`config.mk`:
```
export PLATFORM = sky130hd
export DESIGN_NAME = iomem_gpio_ctrl
export DESIGN_NICKNAME = d
export VERILOG_FILES = /design/src/rtl/iomem_gpio_ctrl.sv
export SDC_FILE = /design/constraint.sdc
export NUM_CORES = 1
export LEC_CHECK = 0
export CAP_MARGIN = 20
export CELL_PAD_IN_SITES_DETAIL_PLACEMENT = 0
export CELL_PAD_IN_SITES_GLOBAL_PLACEMENT = 1
export CORE_ASPECT_RATIO = 1.25
export CORE_MARGIN = 10
export CORE_UTILIZATION = 36
export CTS_CLUSTER_DIAMETER = 50
export DETAILED_ROUTE_END_ITERATION = 7
export PLACE_DENSITY = 0.82
export SETUP_SLACK_MARGIN = 0.15
export SLEW_MARGIN = 20
export SYNTH_ARGS = -nofsm -noshare
export SYNTH_HDL_FRONTEND = slang
export SYNTH_SLANG_ARGS = --single-unit
```
`constraint.sdc`:
```
create_clock -name clk -period 1.55 [get_ports clk]
set_input_delay 0.31 -clock clk [delete_from_list [all_inputs] [get_ports clk]]
set_output_delay 0.31 -clock clk [all_outputs]
set_load 0.02 [all_outputs]
```
`src/rtl/iomem_gpio_ctrl.sv`:
```
// iomem_gpio_ctrl: parametrised GPIO peripheral on the PicoSoC iomem bus.
// Latency: one cycle from address hit to the iomem_ready pulse; gpio_in rise to irq is 5 cycles with DEB_DIV=0.
// Backpressure: none; every hit completes on the next edge and ready drops for one cycle before the next access.
//
// Ports:
//   clk, reset           system clock, synchronous active-high reset
//   iomem_valid/ready    request / one-cycle completion pulse
//   iomem_wstrb          byte write strobes (0 = read)
//   iomem_addr/wdata     byte address (addr[31:24] decoded against BASE_ADDR) and write data
//   iomem_rdata          read data, valid while iomem_ready=1
//   gpio_in              asynchronous inputs (synchronised, optionally debounced)
//   gpio_out             registered outputs
//   irq                  registered level interrupt, |(IRQ_STAT & IRQ_EN)
//
// Register map (offset = addr[7:0]): 0x00 OUT rw, 0x04 IN ro, 0x08 IRQ_EN rw, 0x0C IRQ_STAT rw1c.
module iomem_gpio_ctrl #(
  parameter logic [7:0] BASE_ADDR = 8'h03,
  parameter int         N_OUT     = 16,
  parameter int         N_IN      = 16,
  parameter int         DEB_DIV   = 0
) (
  input  logic              clk,
  input  logic              reset,
  input  logic              iomem_valid,
  output logic              iomem_ready,
  input  logic [3:0]        iomem_wstrb,
  input  logic [31:0]       iomem_addr,
  input  logic [31:0]       iomem_wdata,
  output logic [31:0]       iomem_rdata,
  input  logic [N_IN-1:0]   gpio_in,
  output logic [N_OUT-1:0]  gpio_out,
  output logic              irq
);

  // The prescaler needs at least one bit even when it never counts.
  localparam int            PW      = (DEB_DIV > 0) ? $clog2(DEB_DIV + 1) : 1;
  localparam logic [PW-1:0] PRE_MAX = PW'(DEB_DIV);

  localparam logic [7:0] OFF_OUT  = 8'h00;
  localparam logic [7:0] OFF_IN   = 8'h04;
  localparam logic [7:0] OFF_EN   = 8'h08;
  localparam logic [7:0] OFF_STAT = 8'h0C;

  logic              ready_q,      ready_d;
  logic [31:0]       rdata_q,      rdata_d;
  logic [N_OUT-1:0]  out_q,        out_d;
  logic [N_IN-1:0]   en_q,         en_d;
  logic [N_IN-1:0]   stat_q,       stat_d;
  logic              irq_q,        irq_d;
  logic [N_IN-1:0]   sync1_q,      sync2_q;
  logic [N_IN-1:0]   stable_q,     stable_d;
  logic [N_IN-1:0]   stable_dly_q;
  logic [PW-1:0]     pre_q,        pre_d;

  logic              hit;
  logic              wr;
  logic              sample;
  logic [7:0]        off;
  logic [31:0]       strb_mask;
  logic [31:0]       out_ext, in_ext, en_ext, stat_ext;
  logic [31:0]       rd_mux;
  logic [31:0]       out_wr, en_wr, stat_clr;
  logic [N_IN-1:0]   clr;
  logic [N_IN-1:0]   rise;
  logic              unused_bits;

  // Address bits 23:8 are not decoded; high bits of the 32-bit merge results
  // beyond the configured widths are deliberately dropped.
  assign unused_bits = ^{iomem_addr[23:8], out_wr, en_wr, stat_clr};

  always_comb begin
    // A request already being acknowledged is not a new hit, which forces
    // a one-cycle gap between back-to-back accesses.
    hit       = iomem_valid & ~ready_q & (iomem_addr[31:24] == BASE_ADDR);
    wr        = hit & (|iomem_wstrb);
    off       = iomem_addr[7:0];
    strb_mask = {{8{iomem_wstrb[3]}}, {8{iomem_wstrb[2]}},
                 {8{iomem_wstrb[1]}}, {8{iomem_wstrb[0]}}};

    // Zero-extend registers to the bus width so unimplemented bits read 0.
    out_ext  = '0;
    in_ext   = '0;
    en_ext   = '0;
    stat_ext = '0;
    out_ext[N_OUT-1:0] = out_q;
    in_ext[N_IN-1:0]   = stable_q;
    en_ext[N_IN-1:0]   = en_q;
    stat_ext[N_IN-1:0] = stat_q;

    rd_mux = '0;
    case (off)
      OFF_OUT:  rd_mux = out_ext;
      OFF_IN:   rd_mux = in_ext;
      OFF_EN:   rd_mux = en_ext;
      OFF_STAT: rd_mux = stat_ext;
      default:  rd_mux = '0;
    endcase

    out_wr   = (out_ext & ~strb_mask) | (iomem_wdata & strb_mask);
    en_wr    = (en_ext  & ~strb_mask) | (iomem_wdata & strb_mask);
    stat_clr = iomem_wdata & strb_mask;

    ready_d = hit;
    // rdata carries the pre-write value on a write access.
    rdata_d = hit ? rd_mux : 32'h0;
    out_d   = out_q;
    en_d    = en_q;
    if (wr && (off == OFF_OUT)) out_d = out_wr[N_OUT-1:0];
    if (wr && (off == OFF_EN))  en_d  = en_wr[N_IN-1:0];

    clr = '0;
    if (wr && (off == OFF_STAT)) clr = stat_clr[N_IN-1:0];

    // Rising edge seen one cycle after the debounced value updates; OR-ing
    // it in after the clear makes a simultaneous edge win over W1C.
    rise   = stable_q & ~stable_dly_q;
    stat_d = (stat_q & ~clr) | rise;
    irq_d  = |(stat_q & en_q);

    sample   = (pre_q == PRE_MAX);
    pre_d    = sample ? '0 : pre_q + PW'(1);
    stable_d = sample ? sync2_q : stable_q;
  end

  always_ff @(posedge clk) begin
    if (reset) begin
      ready_q      <= 1'b0;
      rdata_q      <= '0;
      out_q        <= '0;
      en_q         <= '0;
      stat_q       <= '0;
      irq_q        <= 1'b0;
      sync1_q      <= '0;
      sync2_q      <= '0;
      stable_q     <= '0;
      stable_dly_q <= '0;
      pre_q        <= '0;
    end else begin
      ready_q      <= ready_d;
      rdata_q      <= rdata_d;
      out_q        <= out_d;
      en_q         <= en_d;
      stat_q       <= stat_d;
      irq_q        <= irq_d;
      sync1_q      <= gpio_in;
      sync2_q      <= sync1_q;
      stable_q     <= stable_d;
      stable_dly_q <= stable_q;
      pre_q        <= pre_d;
    end
  end

  assign iomem_ready = ready_q;
  assign iomem_rdata = rdata_q;
  assign gpio_out    = out_q;
  assign irq         = irq_q;

endmodule

```
==> impl_results.md <==
* Register bit count reported by yosys at 131
* Total track usage at 14.6%
* Fmax at 656 MHz
* Area leader, netlist: dfxtp_1
* Core Region at 0.0138 mm²
* RSZ-0062 raised after global routing: true
* Fin util at 51.5%
* ANT nets after route at 0
* Critical path class: in -> reg
* Num Clock Sinks at 131
* GRT met1 Usage at 16.6%
* Largest cells by area after synthesis: dfxtp_1 (52%), nor2b_1 (7.9%), mux4_2 (7.1%)
* Gr busiest metal: met2
* Fillers at 1,249
* Max Cap Viol at 0
* CTS Buffer Depth at 2
* First-pass GRT wire length at 22,700 µm
* DR iter-0 viols at 350
* DR vias/cell at 5.21
* Largest net degree at the start of global routing at 114
* Width of the die at 126 µm
* Setup crit start kind: input port
* Starting density of the core at 36.7%
* Final setup skew at 0.00606 ns
* Share of cells above drive strength 1 at 23.1%
* Final Hold Viols at 0
* Detailed Routing Iterations Pass 1 at 6
* HPWL after DPL at 9490 µm
* Drt total wl at 14,600 µm
* NumNets Final at 701
* Initial antenna violation count at 0
* Antenna cells at 0
* Die ar. at 0.0193 mm²
* CP arrival at 1.86 ns
* Commonest non-fill, non-tap cells in the layout: dfxtp_1 (131), nor2b_1 (60), clkdlybuf4s50_1 (38), nand4_1 (35), o21ai_1 (33)
* Post-synth top area share at 51.7%
* H-tree depth at 4
* Final Setup Violations at 0
* Commonest non-fill, non-tap cell in the layout: dfxtp_1
* Mapped Cells at 502
* Netlist cell types at 31
* Cell Area, Synth at 0.00507 mm²
* TritonCTS clock tree: yes
* DRC at 0
* Total power draw at 8.22 mW
* Tcrit/Tclk final at 98.3%
* # rows at 48
* CTS root buf: clkbuf_16
* Critical Path End Type: flip-flop
* Insertion delay to the later sink of the worst-skew pair at 0.40 ns
* Via count at 4,177
* Vias in the first global route at 4,255
* Routed len/inst at 18.2 µm
* Leak at 2.86 nW
* Peak VDD IR at 0.000843 V
* WP data required at 1.88 ns
* Avg Inst Size Synth at 10.1 µm²
* Port Buffers at 86
* Final min period at 1.52 ns
* Synth warnings at 0
* CTS Buf Count at 17
* GR Util met3 at 5.08%
* CP Max Fanout at 8
* Area grow syn2layout at 40.2%
* # IOs at 137
* Routing usage on met2 at 23.3%
* Sequential Area at 0.00262 mm²
* Sequential share of the synthesized area at 51.7%
* Fin. max-slew vios at 0
* Power Dens Cells at 1160 mW/mm²
* Total global routing overflow at 0
* Die Ht at 153 µm
* Outcome: completed
* Area of the multi-input gates at 0.00232 mm²
* Routability Congestion at 0.865
* CTS clk-pin slew, worst paths at 0.06 ns
* Hold Path Class: in -> reg
[per-stage QoR]
stage          instances  cell area, µm²  TNS, ns  worst slack [ns]  hold WS [ns]
2_1_floorplan        518            5140        0             0.124         0.390
3_3_place_gp         754            6170   -23.18            -0.423         0.393
3_5_place_dp         754            6170   -23.83            -0.451         0.406
4_1_cts              796            6940        0            0.0569         0.319
5_1_grt              802            7110  -0.0953           -0.0196         0.308
6_report             802            7110        0            0.0267         0.312
[metal layers]
layer | share of wire, % | wire (µm) | up-vias
li1 | - | - | 1950
met1 | 40 | 5840 | 1938
met2 | 48 | 7000 | 245
met5 | 0 | 0 | -
met4 | 3.8 | 559 | 0
met3 | 8.2 | 1200 | 44
[cell usage after synthesis]
master / instances
a31oi_1: 1
buf_4: 18
nand4_1: 35
nand2b_1: 16
mux2i_1: 16
o21ai_0: 62
and3_1: 4
nor3_1: 2
a21oi_1: 32
clkbuf_1: 20
buf_6: 3
o21ai_1: 2
nor2b_1: 64
nand2_1: 20
nor4_1: 1
and4_1: 1
nor3b_1: 1
dfxtp_1: 131
mux4_2: 16
a22oi_1: 2
nor2_1: 17
buf_2: 8
clkinv_1: 1
a221oi_1: 3
nor4b_4: 2
inv_1: 16
nor4_4: 2
nand3_2: 1
a22o_1: 3
conb_1: 1
and4b_1: 1
[repair_timing]
item / 4_1_cts / 5_1_grt
gates cloned: 4 / 2
endpoints found under the setup margin: 98 / 79
pin swaps: 19 / 42
buffers inserted: 6 / 4
resized for setup: 95 / 105
endpoints found under the hold margin: 0 / 0
hold buffers: 0 / 0
[logic make-up (layout without fill, tap and decap cells)]
logic type | after synthesis | in the layout | share of synthesized area (%)
AOI/OAI and AO/OA | 105 | 105 | 10.9
other | 1 | 17 | 0.0739
buffers and inverters | 66 | 175 | 6.85
muxes | 32 | 32 | 10.3
DFF | 131 | 131 | 51.7
and+or+nand+nor | 167 | 167 | 20.2
[critical path: stages]
cell	delay [ns]
clkdlybuf4s50_1	0.45
and4b_2	0.28
and4_4	0.29
buf_6	0.14
clkbuf_16	0.15
nand4_1	0.10
a21oi_1	0.13
[final cells by class]
| cell class | count | share of cell area (%) |
|---|---|---|
| Sequential cell | 131 | 36.9 |
| Inverter | 17 | 0.897 |
| Clock buffer | 23 | 6.86 |
| Multi-Input combinational cell | 321 | 32.6 |
| Timing Repair Buffer | 126 | 17.6 |
| Tap cell | 175 | 3.08 |
| Clock inverter | 9 | 2.11 |
[final timing paths]
check / startpoint / endpoint / slack, ns / cells past startpoint
max: iomem_addr[25] / flip-flop / 0.03 / 7
min: reset / iomem_ready$_SDFF_PP0_ / 0.31 / 3
max reg2reg: iomem_ready$_SDFF_PP0_ / flip-flop / 0.04 / 6
min reg2reg: stable_dly_q[6]$_SDFF_PP0_ / stat_q[6]$_SDFF_PP0_ / 0.40 / 1
[power by group]
part	total [mW]	internal, mW	switching (mW)
clock network	4.25	2.86	1.39
registers	3.48	3.44	0.0347
logic	0.497	0.243	0.254
total	8.22	6.54	1.68
No activity file was read; power rests on OpenSTA's default activity.
